### src/rtl/conv_col_sequencer.sv
// Frame-level column sequencer for the row-parallel convolution array.
// Loads K kernel columns, then streams PN zero-padded image columns per
// input channel, tagging each issued column with window-completion and
// channel flags for the engine bank.
`timescale 1ns/1ps

module conv_col_sequencer #(
    parameter int DATA_WIDTH  = 16,
    parameter int KERNEL_SIZE = 3,
    parameter int IMAGE_SIZE  = 12,
    parameter int STRIDE      = 1,
    parameter int PADDING     = 1,
    parameter int CHANNELS    = 1
) (
    input  logic                                                   clk,
    input  logic                                                   rst,
    input  logic                                                   start,
    input  logic [DATA_WIDTH*KERNEL_SIZE-1:0]                      k_data,
    input  logic                                                   k_valid,
    output logic                                                   k_ready,
    input  logic [DATA_WIDTH*IMAGE_SIZE-1:0]                       px_data,
    input  logic                                                   px_valid,
    output logic                                                   px_ready,
    output logic [DATA_WIDTH*(IMAGE_SIZE+2*PADDING)-1:0]           eng_col,
    output logic                                                   eng_kernel_load,
    output logic [$clog2(KERNEL_SIZE)-1:0]                         eng_kcol,
    output logic                                                   eng_valid,
    output logic [$clog2(IMAGE_SIZE+2*PADDING)-1:0]                eng_pcol,
    output logic                                                   eng_win_done,
    output logic [$clog2((IMAGE_SIZE+2*PADDING-KERNEL_SIZE)/STRIDE+1):0] eng_ocol,
    output logic                                                   eng_first_ch,
    output logic                                                   eng_last_ch,
    output logic                                                   busy,
    output logic                                                   done
);

    localparam int PN       = IMAGE_SIZE + 2*PADDING;
    localparam int OUT_SIZE = (PN - KERNEL_SIZE)/STRIDE + 1;
    localparam int KC_W     = $clog2(KERNEL_SIZE);
    localparam int PC_W     = $clog2(PN);
    localparam int OC_W     = $clog2(OUT_SIZE) + 1;
    localparam int CH_W     = (CHANNELS > 1) ? $clog2(CHANNELS) : 1;
    localparam int SP_W     = (STRIDE > 1) ? $clog2(STRIDE) : 1;
    localparam int COL_W    = DATA_WIDTH*PN;

    localparam logic [KC_W-1:0] K_LAST   = KC_W'(KERNEL_SIZE-1);
    localparam logic [PC_W-1:0] COL_LAST = PC_W'(PN-1);
    localparam logic [PC_W-1:0] COL_KM1  = PC_W'(KERNEL_SIZE-1);
    localparam logic [PC_W:0]   REAL_LO  = (PC_W+1)'(PADDING);
    localparam logic [PC_W:0]   REAL_CNT = (PC_W+1)'(IMAGE_SIZE);
    localparam logic [CH_W-1:0] CH_LAST  = CH_W'(CHANNELS-1);
    localparam logic [SP_W-1:0] SP_LAST  = SP_W'(STRIDE-1);
    localparam logic [OC_W-1:0] OUT_C    = OC_W'(OUT_SIZE);

    typedef enum logic [1:0] {
        S_IDLE,
        S_LOAD_K,
        S_STREAM,
        S_DONE
    } state_t;

    state_t            state, state_n;
    logic [CH_W-1:0]   ch, ch_n;
    logic [KC_W-1:0]   kcnt, kcnt_n;
    logic [PC_W-1:0]   col, col_n;
    logic [SP_W-1:0]   sp, sp_n;
    logic [OC_W-1:0]   oc, oc_n;

    logic [COL_W-1:0]  eng_col_n;
    logic              kl_n, valid_n, win_n, first_n, last_n, done_n;
    logic [KC_W-1:0]   kcol_n;
    logic [PC_W-1:0]   pcol_n;
    logic [OC_W-1:0]   ocol_n;

    // Offset from the first real column; columns left of the image wrap
    // to a large value, so a single compare selects the image region.
    logic [PC_W:0]     rel_col;
    logic              is_real;

    assign rel_col = {1'b0, col} - REAL_LO;
    assign is_real = (rel_col < REAL_CNT);

    // State register
    always_ff @(posedge clk or posedge rst) begin
        if (rst) begin
            state <= S_IDLE;
        end else begin
            state <= state_n;
        end
    end

    // Next-state, handshake and engine-output computation
    always_comb begin
        state_n   = state;
        ch_n      = ch;
        kcnt_n    = kcnt;
        col_n     = col;
        sp_n      = sp;
        oc_n      = oc;
        eng_col_n = eng_col;
        kl_n      = 1'b0;
        kcol_n    = eng_kcol;
        valid_n   = 1'b0;
        pcol_n    = eng_pcol;
        win_n     = 1'b0;
        ocol_n    = '0;
        first_n   = eng_first_ch;
        last_n    = eng_last_ch;
        done_n    = 1'b0;
        k_ready   = 1'b0;
        px_ready  = 1'b0;
        busy      = 1'b0;

        case (state)
            S_IDLE: begin
                if (start) begin
                    state_n = S_LOAD_K;
                    ch_n    = '0;
                    kcnt_n  = '0;
                    col_n   = '0;
                    sp_n    = '0;
                    oc_n    = '0;
                end
            end

            S_LOAD_K: begin
                busy    = 1'b1;
                k_ready = 1'b1;
                if (k_valid) begin
                    kl_n      = 1'b1;
                    kcol_n    = kcnt;
                    eng_col_n = '0;
                    eng_col_n[DATA_WIDTH*KERNEL_SIZE-1:0] = k_data;
                    first_n   = (ch == '0);
                    last_n    = (ch == CH_LAST);
                    if (kcnt == K_LAST) begin
                        kcnt_n  = '0;
                        col_n   = '0;
                        sp_n    = '0;
                        oc_n    = '0;
                        state_n = S_STREAM;
                    end else begin
                        kcnt_n = kcnt + KC_W'(1);
                    end
                end
            end

            S_STREAM: begin
                busy     = 1'b1;
                px_ready = is_real;
                if (!is_real || px_valid) begin
                    valid_n   = 1'b1;
                    pcol_n    = col;
                    eng_col_n = '0;
                    if (is_real) begin
                        eng_col_n[PADDING*DATA_WIDTH +: IMAGE_SIZE*DATA_WIDTH] = px_data;
                    end
                    first_n = (ch == '0);
                    last_n  = (ch == CH_LAST);
                    // Stride phase restarts at column K-1 each channel, so
                    // phase zero marks every STRIDE-th window end without a divider.
                    if (col >= COL_KM1) begin
                        if ((sp == '0) && (oc < OUT_C)) begin
                            win_n  = 1'b1;
                            ocol_n = oc;
                            oc_n   = oc + OC_W'(1);
                        end
                        sp_n = (sp == SP_LAST) ? '0 : sp + SP_W'(1);
                    end
                    if (col == COL_LAST) begin
                        col_n = '0;
                        if (ch == CH_LAST) begin
                            state_n = S_DONE;
                        end else begin
                            ch_n    = ch + CH_W'(1);
                            kcnt_n  = '0;
                            state_n = S_LOAD_K;
                        end
                    end else begin
                        col_n = col + PC_W'(1);
                    end
                end
            end

            S_DONE: begin
                done_n  = 1'b1;
                state_n = S_IDLE;
            end

            default: begin
                state_n = S_IDLE;
            end
        endcase
    end

    // Counters and registered engine outputs
    always_ff @(posedge clk or posedge rst) begin
        if (rst) begin
            ch              <= '0;
            kcnt            <= '0;
            col             <= '0;
            sp              <= '0;
            oc              <= '0;
            eng_col         <= '0;
            eng_kernel_load <= 1'b0;
            eng_kcol        <= '0;
            eng_valid       <= 1'b0;
            eng_pcol        <= '0;
            eng_win_done    <= 1'b0;
            eng_ocol        <= '0;
            eng_first_ch    <= 1'b0;
            eng_last_ch     <= 1'b0;
            done            <= 1'b0;
        end else begin
            ch              <= ch_n;
            kcnt            <= kcnt_n;
            col             <= col_n;
            sp              <= sp_n;
            oc              <= oc_n;
            eng_col         <= eng_col_n;
            eng_kernel_load <= kl_n;
            eng_kcol        <= kcol_n;
            eng_valid       <= valid_n;
            eng_pcol        <= pcol_n;
            eng_win_done    <= win_n;
            eng_ocol        <= ocol_n;
            eng_first_ch    <= first_n;
            eng_last_ch     <= last_n;
            done            <= done_n;
        end
    end

endmodule
### config.mk
export PLATFORM = sky130hd
export DESIGN_NAME = conv_col_sequencer
export DESIGN_NICKNAME = d
export VERILOG_FILES = /design/src/rtl/conv_col_sequencer.sv
export SDC_FILE = /design/constraint.sdc
export NUM_CORES = 1
export LEC_CHECK = 0
export BUFFER_PORTS_ARGS = -buffer_cell sky130_fd_sc_hd__buf_2
export CAP_MARGIN = 10
export CORE_AREA = 5 5 185 187
export DETAILED_ROUTE_END_ITERATION = 6
export DIE_AREA = 0 0 190 192
export PLACE_DENSITY_LB_ADDON = 0.25
export SYNTH_ARGS = -nofsm -noshare
export SYNTH_HDL_FRONTEND = slang
export SYNTH_SLANG_ARGS = --single-unit
### constraint.sdc
create_clock -name clk -period 9.89 [get_ports clk]
set_input_delay 0.4945 -clock clk [delete_from_list [all_inputs] [get_ports clk]]
set_output_delay 0.4945 -clock clk [all_outputs]
set_load 0.01 [all_outputs]
==> impl_metrics.toml <==
[power_and_ir_drop]
p_switching_mw = 1.72
p_leak_nw = 6.83
comb_power_share_pct = 42.2
power_mw = 4.04
vdd_drop_max_mv = 0.477
intPower_mw = 2.32
p_per_area_nw_per_um2 = 303
clkPwrFrac_pct = 22.4
switching_share_pct = 42.6
power.share.sequential_pct = 35.5

[synthesis]
ys_ff_latch = 237
avgSynthCellArea_sq_um = 9.34
synth-edff-count = 0
synth_xor_area_share_pct = 0
synthAdderAreaFrac_pct = 0.749
yosysMostFrequentCell = "nand2_1"
ys_warn_count = 0
netlist.area_leader.share_pct = 59.2
synth_compound_area_share_pct = 14.2
synth_area_sq_um = 10000
synthCells = 1073
synth_ff_type = "dfrtp_1"
synthMuxAreaShare_pct = 0.986
synth_cell_types = 40
ys_async_sr_fraction_pct = 100
synth_top_family_by_area = "simple AND/OR/NAND/NOR gates"
synth_largest_area_cell = "dfrtp_1"
synthTopCellsByArea = "dfrtp_1 59%, nand2_1 14%, o21ai_1 6.7%, o21ai_0 3.9%, nor2b_1 2.2%"
synthTopCellsByCount = "374 x nand2_1, 237 x dfrtp_1, 135 x o21ai_1"
synthSimpleGateAreaFrac_pct = 18.9
ys_seq_area_share_pct = 59.2

[setup_path]
arrival_ns = 2.95
crit_fanout = 193
required_ns = 9.40
critPathLaunch = "state[0]"
r2r-start = "state[0]"
critPathLaunchType = "flip-flop"
setup.worst_path.class = "reg -> out"
crit_path_end_kind = "output port"

[drt]
drc = 0
ant_nets = 0
viasPerCell = 4.34
num_vias = 8516
wl_mm = 30.9
drt-pass1-iter-count = 5
avgRoutedWirePerCell_microns = 15.7
dr.first_iter.drc_count = 348

[placement]
dp.cells = 1916
portBuffers = 472
placed_area_sq_um = 12500
dp_hpwl_mm = 22.1
place.gp.congestion = 0.786
dp_slack_ns = 6.83

[sta]
fin_crit_ns = 3.45
fin_hold_ws_ns = 0.105
finalSetupViolCount = 0
fmax_mhz = 290
worst_slew_pin_slew_ns = 1.12
rsz0062_at_grt = "no"
hold_viol = 0
slew_viol_final = 0
tns_ns = 0
fin_crit_sh_pct = 34.9
max_slew_margin_pct = 25.2
skew_ns = 0.0107
setup_ws_ns = 6.44

[finish]
layout.nets = 1754
final_core_util_pct = 41.3
drive_above_1_share_pct = 34.7
stdcell_count = 1964
area_growth_pct = 32.9
fin_area_sq_um = 13300

[grt]
grt_util_all_layers_pct = 16.0
gr-total-overflow = 0
grt_pass1_wl_mm = 47.4
grt_max_degree = 220
antenna_found_initial = 4
grt_pass1_vias = 8482

[floorplanning]
dieArea_sq_um = 36500
ios = 489
rows = 66
core_sq_um = 32300
die_width_microns = 190
start_util_pct = 31.1
die_y_microns = 192

[clock_tree]
cts_sinks = 237
ctsHoldBuffers = 0
postCtsSetupBuffers = 0
cts_resized = 0
clk_pin_slew_worst_paths_ns = 0.06
cts_tree = "yes"
cts-buffers-inserted = 27
clk_latency_ns = 0.53
clockBufferDepth = 3
cts_root_buf = "clkbuf_16"
htree_levels = 1

[worst_hold_path]
hold_class = "in -> async"

[status]
status = "complete, no violations"

[flow_run]
drv_cap = 0
-- final cells by class --
cell class              count  area (sq um)
multi-input cells         749          3560
inverters                  10          45.0
diodes                      4          10.0
well taps                 442           553
clock buffers              40           744
flip-flops and latches    237          5930
repair buffers            478          2440
clock inverters             4          27.5
fillers                  3343         19000
-- path summary, 6_finish.rpt --
check,end,slack [ns],cells after the start
worst max register to register,eng_col[171],7.01,7
worst min register to register,eng_col[174],0.47,2
min in group clk,eng_col[151],0.19,3
max in group asynchronous,eng_col[125],8.30,3
worst min-delay path,eng_col[172],0.10,2
worst max-delay path,px_ready,6.44,6
-- routing by layer --
| metal | share of wire (%) | track usage, % | vias to the layer above |
|---|---|---|---|
| li1 | - | - | 4323 |
| met1 | 41 | 20.2 | 3831 |
| met2 | 48 | 26.5 | 312 |
| met3 | 8.9 | 4.73 | 50 |
| met4 | 2.6 | 4.98 | 0 |
| met5 | 0 | 0 | - |
-- critical path, stage by stage (launching register included) --
cell and delay [ns]:
dfrtp_1 0.42, inv_1 0.13, ha_2 0.19, buf_4 0.49, nor3b_4 0.32, buf_12 0.45, buf_2 0.27
-- power groups by stage --
stage / Combinational [mW] / Sequential [mW] / Clock, mW
CTS: 1.75 / 1.44 / 0.940
global route: 1.93 / 1.48 / 0.980
global placement: 1.72 / 1.44 / 0
finish: 1.70 / 1.43 / 0.903
floorplan: 1.14 / 1.57 / 0
detailed placement: 1.75 / 1.45 / 0
-- flip-flops by register name, summed over array words and instances (netlist names) --
name,cells
eng_pcol,4
oc,5
eng_valid,1
eng_win_done,1
done,1
eng_kcol,2
eng_ocol,5
eng_kernel_load,1
eng_last_ch,1
kcnt,2
eng_col,208
state,2
col,4
-- cell usage in the layout, fill, tap and decap left out, drive strengths merged, types with 8 or more instances in the layout --
cell type  Yosys  routed
a21oi         37      37
buf           51     478
clkbuf        42      40
conb           1      17
dfrtp        237     237
inv           10      11
nand2        374     374
nand2b        20      20
nor2b         35      35
o21ai        214     214
o31ai          8       8
-- logic make-up after synthesis --
| group | Yosys count |
|---|---|
| mux | 9 |
| fa+ha+maj | 6 |
| other cells | 1 |
| simple gates | 449 |
| compound gates | 268 |
| buf+inv | 103 |
| flops | 237 |
No activity file was read; power rests on OpenSTA's default activity.
